==> config.mk <==
export PLATFORM = sky130hd
export DESIGN_NAME = datapath_mem_seq
export DESIGN_NICKNAME = d
export VERILOG_FILES = /design/src/rtl/datapath_mem_seq.sv
export SDC_FILE = /design/constraint.sdc
export NUM_CORES = 2
export LEC_CHECK = 0
export CAP_MARGIN = 40
export CORE_MARGIN = 1
export CORE_UTILIZATION = 62
export DETAILED_ROUTE_END_ITERATION = 10
export PLACE_DENSITY = 0.84
export SLEW_MARGIN = 20
export SYNTH_ARGS = -nofsm -noshare
export SYNTH_HDL_FRONTEND = slang
export SYNTH_SLANG_ARGS = --single-unit
==> constraint.sdc <==
create_clock -name clk -period 61.6 [get_ports clk]
set_clock_uncertainty 0.05 [all_clocks]
set_input_delay 9.24 -clock clk [delete_from_list [all_inputs] [get_ports clk]]
set_output_delay 9.24 -clock clk [all_outputs]
set_load 0.01 [all_outputs]
==> src/rtl/datapath_mem_seq.sv <==
// Single-bus datapath: register file, special registers and ports share one bus,
// with a req/ack memory sequencer that moves data between MDR and external memory.
module datapath_mem_seq #(
  parameter int WIDTH       = 32,
  parameter int NREGS       = 16,
  parameter int PC_STEP     = 1,
  parameter int CONST_BITS  = 19,
  parameter int MEM_TIMEOUT = 15
) (
  input  logic                     clk,
  input  logic                     in_clr,
  input  logic [8:0]               in_bus_sel,
  input  logic [9:0]               in_write_en,
  input  logic [$clog2(NREGS)-1:0] in_reg_addr,
  input  logic                     in_baout,
  input  logic                     in_inc_pc,
  input  logic                     in_mem_read,
  input  logic                     in_mem_write,
  input  logic                     in_mem_ack,
  input  logic [WIDTH-1:0]         in_mem_rdata,
  input  logic [WIDTH-1:0]         in_inport_data,
  input  logic [2*WIDTH-1:0]       in_alu_result,
  output logic [WIDTH-1:0]         out_alu_a,
  output logic [WIDTH-1:0]         out_alu_b,
  output logic [WIDTH-1:0]         out_mem_addr,
  output logic [WIDTH-1:0]         out_mem_wdata,
  output logic                     out_mem_rd,
  output logic                     out_mem_wr,
  output logic                     out_mem_done,
  output logic                     out_mem_timeout,
  output logic                     out_busy,
  output logic [WIDTH-1:0]         out_bus,
  output logic                     out_bus_err,
  output logic [WIDTH-1:0]         out_ir,
  output logic [WIDTH-1:0]         out_outport
);

  localparam int AW = $clog2(NREGS);
  localparam int CW = $clog2(MEM_TIMEOUT + 1);

  typedef enum logic [1:0] {S_IDLE, S_RD, S_WR, S_DONE} state_t;

  state_t r_state;
  state_t w_state_next;

  logic [WIDTH-1:0]   r_regs [NREGS];
  logic [WIDTH-1:0]   r_hi, r_lo, r_pc, r_mdr, r_ir, r_y, r_mar, r_outport, r_inport;
  logic [2*WIDTH-1:0] r_z;
  logic               r_bus_err, r_timeout;
  logic [CW-1:0]      r_wait;

  logic [WIDTH-1:0]   w_src   [9];
  logic [WIDTH-1:0]   w_gated [9];
  logic [WIDTH-1:0]   w_bus_or;
  logic [WIDTH-1:0]   w_bus;
  logic [WIDTH-1:0]   w_reg_rd;
  logic [WIDTH-1:0]   w_cext;
  logic               w_multi;
  logic               w_mem_active;
  logic               w_rd_capture;
  logic               w_timeout_hit;

  assign w_reg_rd = (in_baout && (in_reg_addr == '0)) ? '0 : r_regs[in_reg_addr];
  assign w_cext   = {{(WIDTH-CONST_BITS){r_ir[CONST_BITS-1]}}, r_ir[CONST_BITS-1:0]};

  assign w_src[0] = w_reg_rd;
  assign w_src[1] = r_hi;
  assign w_src[2] = r_lo;
  assign w_src[3] = r_z[2*WIDTH-1:WIDTH];
  assign w_src[4] = r_z[WIDTH-1:0];
  assign w_src[5] = r_pc;
  assign w_src[6] = r_mdr;
  assign w_src[7] = r_inport;
  assign w_src[8] = w_cext;

  generate
    for (genvar gi = 0; gi < 9; gi++) begin : g_bus_src
      assign w_gated[gi] = in_bus_sel[gi] ? w_src[gi] : '0;
    end
  endgenerate

  // x & (x-1) is nonzero exactly when more than one select bit is set
  assign w_multi = |(in_bus_sel & (in_bus_sel - 9'd1));

  always_comb begin
    w_bus_or = '0;
    for (int i = 0; i < 9; i++) begin
      w_bus_or = w_bus_or | w_gated[i];
    end
  end

  assign w_bus        = w_multi ? '0 : w_bus_or;
  assign w_mem_active = (r_state == S_RD) || (r_state == S_WR);

  always_comb begin
    w_state_next  = r_state;
    w_rd_capture  = 1'b0;
    w_timeout_hit = 1'b0;
    case (r_state)
      S_IDLE: begin
        if (in_mem_read)       w_state_next = S_RD;
        else if (in_mem_write) w_state_next = S_WR;
      end
      S_RD, S_WR: begin
        if (in_mem_ack) begin
          w_rd_capture = (r_state == S_RD);
          w_state_next = S_DONE;
        end else if (r_wait == CW'(MEM_TIMEOUT - 1)) begin
          w_timeout_hit = 1'b1;
          w_state_next  = S_DONE;
        end
      end
      S_DONE:  w_state_next = S_IDLE;
      default: w_state_next = S_IDLE;
    endcase
  end

  always_ff @(posedge clk or posedge in_clr) begin
    if (in_clr) begin
      r_state   <= S_IDLE;
      r_wait    <= '0;
      r_timeout <= 1'b0;
      r_bus_err <= 1'b0;
    end else begin
      r_state <= w_state_next;
      // r_wait counts completed strobe cycles of the current transaction
      if (w_mem_active) r_wait <= r_wait + CW'(1);
      else              r_wait <= '0;
      if (w_timeout_hit) r_timeout <= 1'b1;
      if (w_multi)       r_bus_err <= 1'b1;
    end
  end

  always_ff @(posedge clk or posedge in_clr) begin
    if (in_clr) begin
      for (int i = 0; i < NREGS; i++) r_regs[i] <= '0;
    end else if (in_write_en[0]) begin
      r_regs[in_reg_addr] <= w_bus;
    end
  end

  always_ff @(posedge clk or posedge in_clr) begin
    if (in_clr) begin
      r_hi      <= '0;
      r_lo      <= '0;
      r_z       <= '0;
      r_pc      <= '0;
      r_mdr     <= '0;
      r_ir      <= '0;
      r_y       <= '0;
      r_mar     <= '0;
      r_outport <= '0;
      r_inport  <= '0;
    end else begin
      r_inport <= in_inport_data;
      if (in_write_en[1]) r_hi <= w_bus;
      if (in_write_en[2]) r_lo <= w_bus;
      if (in_write_en[3]) r_z  <= in_alu_result;
      if (in_inc_pc)           r_pc <= r_pc + WIDTH'(PC_STEP);
      else if (in_write_en[4]) r_pc <= w_bus;
      // MAR/MDR hold steady while a transaction is on the memory interface
      if (w_rd_capture)                         r_mdr <= in_mem_rdata;
      else if (in_write_en[5] && !w_mem_active) r_mdr <= w_bus;
      if (in_write_en[6]) r_ir <= w_bus;
      if (in_write_en[7]) r_y  <= w_bus;
      if (in_write_en[8] && !w_mem_active) r_mar <= w_bus;
      if (in_write_en[9]) r_outport <= w_bus;
    end
  end

  assign out_alu_a       = r_y;
  assign out_alu_b       = w_bus;
  assign out_mem_addr    = r_mar;
  assign out_mem_wdata   = r_mdr;
  assign out_mem_rd      = (r_state == S_RD);
  assign out_mem_wr      = (r_state == S_WR);
  assign out_mem_done    = (r_state == S_DONE);
  assign out_mem_timeout = r_timeout;
  assign out_busy        = (r_state != S_IDLE);
  assign out_bus         = w_bus;
  assign out_bus_err     = r_bus_err;
  assign out_ir          = r_ir;
  assign out_outport     = r_outport;

endmodule

=== Word-level counts from Yosys, hierarchy flattened ===
Index checks and enable logic that the tools add are counted.

* Register bits: 872
* Bits of input ports: 158

* Add/subtract/negate cells: 3
* Magnitude comparators: 2
* Equality and inequality tests: 6
* Mux-type cells: 32
* Bitwise logic cells: 10
* Reduce and logical (&&, ||, !) cells: 14

{| class="wikitable"
|+ Operators by type and width
! operator !! count
|-
| $mux W32 || 18
|-
| $bwmux W512 || 1
|-
| $or A32 B32 Y32 || 8
|-
| $bmux W32 S4 || 1
|-
| $demux W32 S4 || 1
|-
| $add A32 B1 Y32 const B || 1
|-
| $and A9 B9 Y9 || 1
|-
| $reduce_or A9 Y1 || 1
|-
| $sub A9 B1 Y9 const B || 1
|-
| $mux W2 || 4
|-
| $ne A3 B3 Y1 const B || 2
|-
| $pmux W2 S3 || 1
|-
| $reduce_bool A2 Y1 || 3
|-
| $ge A5 B5 Y1 const B || 1
|-
| $lt A5 B1 Y1 const B || 1
|-
| $mux W1 || 5
|-
| $not A4 Y5 || 1
|-
| $add A4 B1 Y4 const B || 1
|-
| $eq A2 B2 Y1 const B || 2
|-
| $eq A4 B4 Y1 const B || 1
|-
| $logic_and A1 B1 Y1 || 4
|-
| $logic_not A4 Y1 || 1
|-
| $mux W4 || 1
|-
| $eq A2 B1 Y1 const B || 1
|-
| other kinds (5) || 5
|}

=== Depth between registers and ports, before layout ===
* Depth in word-level cells: 17
* Mapped depth: 11
* Mapped depth without buffers: 7

=== Worst setup path before layout ===
Ideal clock, no wire load.

* Kind: input port to output port
* Start: input in_bus_sel[3]
* End: output out_bus[19]
* Arrival time: 11.262 ns
* Path slack: 41.048 ns
* Stages: 8
* Buffers on the path: 4
* Cell sequence: buf_2 > or4_1 > nor3b_1 > o32ai_1 > buf_2 > buf_2 > nor2_1 > buf_4

* Cells in the longest elaborated chain, start to end: 8
* Elaborated cells on any way between the ends: 11
* Classes of those cells: add/sub: 1; mux: 2; bitwise: 7; reduce/logical: 1

{| class="wikitable"
|+ Ends and longest elaborated chain
! what !! RTL line !! source
|-
| from (decl) || 12 || <nowiki>input logic [8:0] in_bus_sel,</nowiki>
|-
| parallel branches: the longest is 7 deep, another holds $sub A9 B1 Y9 || n/a ||
|-
| $mux W32 * || 92 || <nowiki>assign w_bus = w_multi ? '0 : w_bus_or;</nowiki>
|-
| to (decl) || 32 || <nowiki>output logic [WIDTH-1:0] out_bus,</nowiki>
|}

Every way passes the cells marked *.

=== Worst setup path after layout ===
* Start: input in_bus_sel[4]
* End: output out_alu_b[18]

* Cells in the longest elaborated chain, start to end: 7
* Elaborated cells on any way between the ends: 10
* Classes of those cells: add/sub: 1; mux: 2; bitwise: 6; reduce/logical: 1

{| class="wikitable"
|+ Ends and longest elaborated chain
! what !! RTL line !! source
|-
| parallel branches: the longest is 6 deep, another holds $sub A9 B1 Y9 || n/a ||
|-
| $mux W32 * || 92 ||
|-
| to (decl) || 24 || <nowiki>output logic [WIDTH-1:0] out_alu_b,</nowiki>
|}

Marks and branches as above.

==> results summary <==
The fraction of the core area covered by cells at the end of the flow is 74.5%. In this run the deepest clock path goes through 3 buffers. In this run the worst setup path begins at in_bus_sel[4]. The die width came out at 254 um.

The cell sitting at the root of the clock tree is a clkbuf_16. The number of flip-flops under the largest register name is 512. The total of endpoints with negative setup slack in the final report came out at 0. The run finished with clean final reports. The fmax is 43.5 MHz. The core box area came out at 0.0630 sq mm. The count of port buffers added during placement is 387.

The critical path required time came out at 52.31 ns. The number of different library cells used by synthesis comes to 58. The clock transition at the registers of the reported paths is 0.06 ns. Global routing used 39.3% of the available tracks across all layers. The initial cell density of the core came out at 62.6%. The CTS tree is built. The clock latency at the later pin of the worst-skew pair came out at 0.66 ns. The cell area after technology mapping came out at 0.0394 sq mm. Counting flops with an async set or reset pin after synthesis yields a share of 100%. The critical path launch point type is a primary input. The setup TNS is 0 ns. The predominant post-synthesis flop cell is dfrtp_1. The maximum fanout count along the critical path is 250.

The start of the worst register-to-register path is r_state[1]. The most flop-heavy register is r_regs. The synthesized design devotes to its leading area cell type 55.3% of total area.

For the pin with the worst max-slew slack, the measured transition is 1.20 ns. For this run, the number of Yosys warnings is 0. The final critical-path share of the clock period came out at 37.3%. Setup repair after global routing left no endpoint under its margin. The first global-routing pass estimated 189,000 um of wire.

The max-slew violation count came out at 0. The total leakage power came out at 20.8 nW. The number of synthesized flops with an enable pin is 0. The hold violation count in the final report came out at 0. Leaving out fill and tap cells, the most frequent cells in the layout are dfrtp_1 (872), nand2_1 (591), o31ai_1 (427).

The initial antenna violation count came out at 12. The cts-stage hold buffer count is 0. The count of vias placed by the detailed router is 31,100. Summing all flip-flop and latch instances after layout gives 0.0218 sq mm.

The number of DRC markers after the initial detailed-route iteration is 4,046. The final weighted congestion of routability-driven global placement is 0.935. The power per cell area came out at 29.3 mW/mm^2.

The number of levels in the clock H-tree came out at 3. The final net count is 3,701. Entering global routing, the biggest net connects 251 pins.

Sequential cells were found to cover 55.3% of the synthesized design area. The worst hold path begins at r_regs[427]. After synthesis, the cell types taking the most area are dfrtp_1 (55%), o31ai_1 (8.1%), mux2_2 (7.3%). The arrival time at the worst endpoint is 13.70 ns. The die covers 0.0646 sq mm. The number of vias per cell after detailed routing is 6.97.

The total power draw is 0.00137 W. With fillers left out, the area of the finished cells amounts to 0.0469 sq mm. The site row count is 92. The via count of the first global-routing pass is 31,600. Headroom to the max-slew limit came out at 19.9%. The post-detailed-placement half-perimeter wirelength came out at 76,300 um. The net count after synthesis is 3,510. The number of design rule violations left after detail routing is 0. The critical path is of the in2out type. Compared with the post-synthesis result, the final layout area differs by 19.0%. The number of buffers created by CTS came out at 84. The I/O pin total came out at 388. Counting every instance in the synthesized netlist gives 3,345. The layout filler cell count is 3,645.

The total wire length is 127,000 um. The leading cell type in the layout, fill and taps excluded is dfrtp_1. The number of gates resized after CTS is 0. The final routed wire length divided by cell count came out at 28.5 um. The worst min-delay path class is reg2reg. The post-placement cell area is 0.0436 sq mm. The vertical extent of the die came out at 254 um. The shortest period the worst path allows came out at 22.99 ns. The largest registers in the layout are r_regs (512), r_z (64). The tool flagged a number of max-cap violations equal to 0. The cell type with the highest aggregate area in the netlist is dfrtp_1.

The multi-input gate area in the final layout is 0.0160 sq mm. The first-pass iteration count of the detailed router is 7. The layout cell share with drive strength beyond 1 is 18.4%.

The number of sinks on the clock net is 872. STA classifies the critical path endpoint as an output pin. The number of buffers inserted by post-CTS setup repair is 0. Once detail routing completed, the nets flagged for antenna violations numbered 0. In this run, synthesis produced a sequential element count of 872. The maximum ir drop on the vdd rail came out at 0.0000182 V.

The residual overflow from global routing is 0. The average cell area after synthesis came out at 11.8 sq um.
[logic make-up (layout without fill, tap and decap cells)]
| logic type | after synthesis | in the layout | synth area share, % |
|---|---|---|---|
| AO/OA/AOI/OAI | 750 | 750 | 14.0 |
| XOR/XNOR | 2 | 2 | 0.0444 |
| adder cells (fa/ha/maj) | 7 | 7 | 0.222 |
| buffers and inverters | 388 | 646 | 4.44 |
| flip-flops | 872 | 872 | 55.3 |
| multiplexers | 463 | 463 | 16.4 |
| other | 0 | 10 | 0 |
| AND/OR/NAND/NOR | 863 | 863 | 9.51 |
[final cells by class]
cell class / instances / share of cell area (%)
diodes: 10 / 0.0533
clock buffers: 131 / 5.57
clock inverters: 22 / 0.563
inverters: 22 / 0.192
multi-input cells: 2085 / 34.2
flip-flops and latches: 872 / 46.5
well taps: 846 / 2.26
repair buffers: 471 / 10.6
[worst paths after layout]
check                                    end  slack, ns  depth (start not counted)
min reg2reg                      r_regs[427]       0.42                          2
max in group asynchronous    out_mem_addr[0]      50.37                          7
max                            out_alu_b[18]      38.61                          9
min                              r_regs[427]       0.42                          2
min in group asynchronous        r_regs[508]       8.92                          2
max reg2reg                out_mem_wdata[12]      58.54                          9
[stage by stage]
| step | setup WS (ns) | std cells | hold slack (ns) |
|---|---|---|---|
| floorplan | 27.80 | 3345 | 0.390 |
| finish | 38.61 | 4459 | 0.422 |
| global route | 38.45 | 4457 | 0.444 |
| global placement | 38.55 | 4260 | 0.404 |
| detailed placement | 38.43 | 4279 | 0.410 |
| CTS | 38.40 | 4432 | 0.424 |
[routing by layer]
metal,vias to the layer above,GRT usage [%],wire (um),part of all wire [%]
li1,12600,-,-,-
met1,15700,48.3,44600,35
met2,2243,60.1,58800,46
met3,533,12.5,15500,12
met4,6,25.8,8060,6.4
met5,-,0,41,0.032
[critical path, cell delays in order]
cell and delay, ns:
clkdlybuf4s50_1 0.41, buf_4 0.29, or4_1 0.64, nor3b_1 0.49, o32ai_4 0.27, buf_4 0.31, buf_12 0.28, nor2_1 0.67
clkdlybuf4s50_1 0.97
[report_power, final]
part           leakage (nW)  total, W  internal, W  switching (W)
combinational          7.41  0.000214    0.0000755       0.000139
sequential             11.9  0.000618     0.000596      0.0000220
clock                  1.43  0.000540     0.000316       0.000223
total                  20.8   0.00137     0.000988       0.000384
[Yosys cell counts (8+ instances only)]
library cell and n:
a22oi_1 90, and3_1 13, clkbuf_1 229, nand4_1 23, nor2_1 104, nand2b_1 10
buf_1 29, nor2b_1 8, nor3_1 14, o21ai_0 100, mux2_2 254, inv_1 22
nand3_1 24, a22o_1 14, buf_2 61, nor2_2 11, a21o_1 11, nand2_1 603
and4_1 15, mux4_2 114, a221o_1 31, buf_4 42, nor3_4 11, o31ai_1 427
o221a_2 14, a21oi_1 16, dfrtp_1 872, a211o_1 10, mux2i_1 89, a221oi_1 15
(Power assumes the default switching activity.)
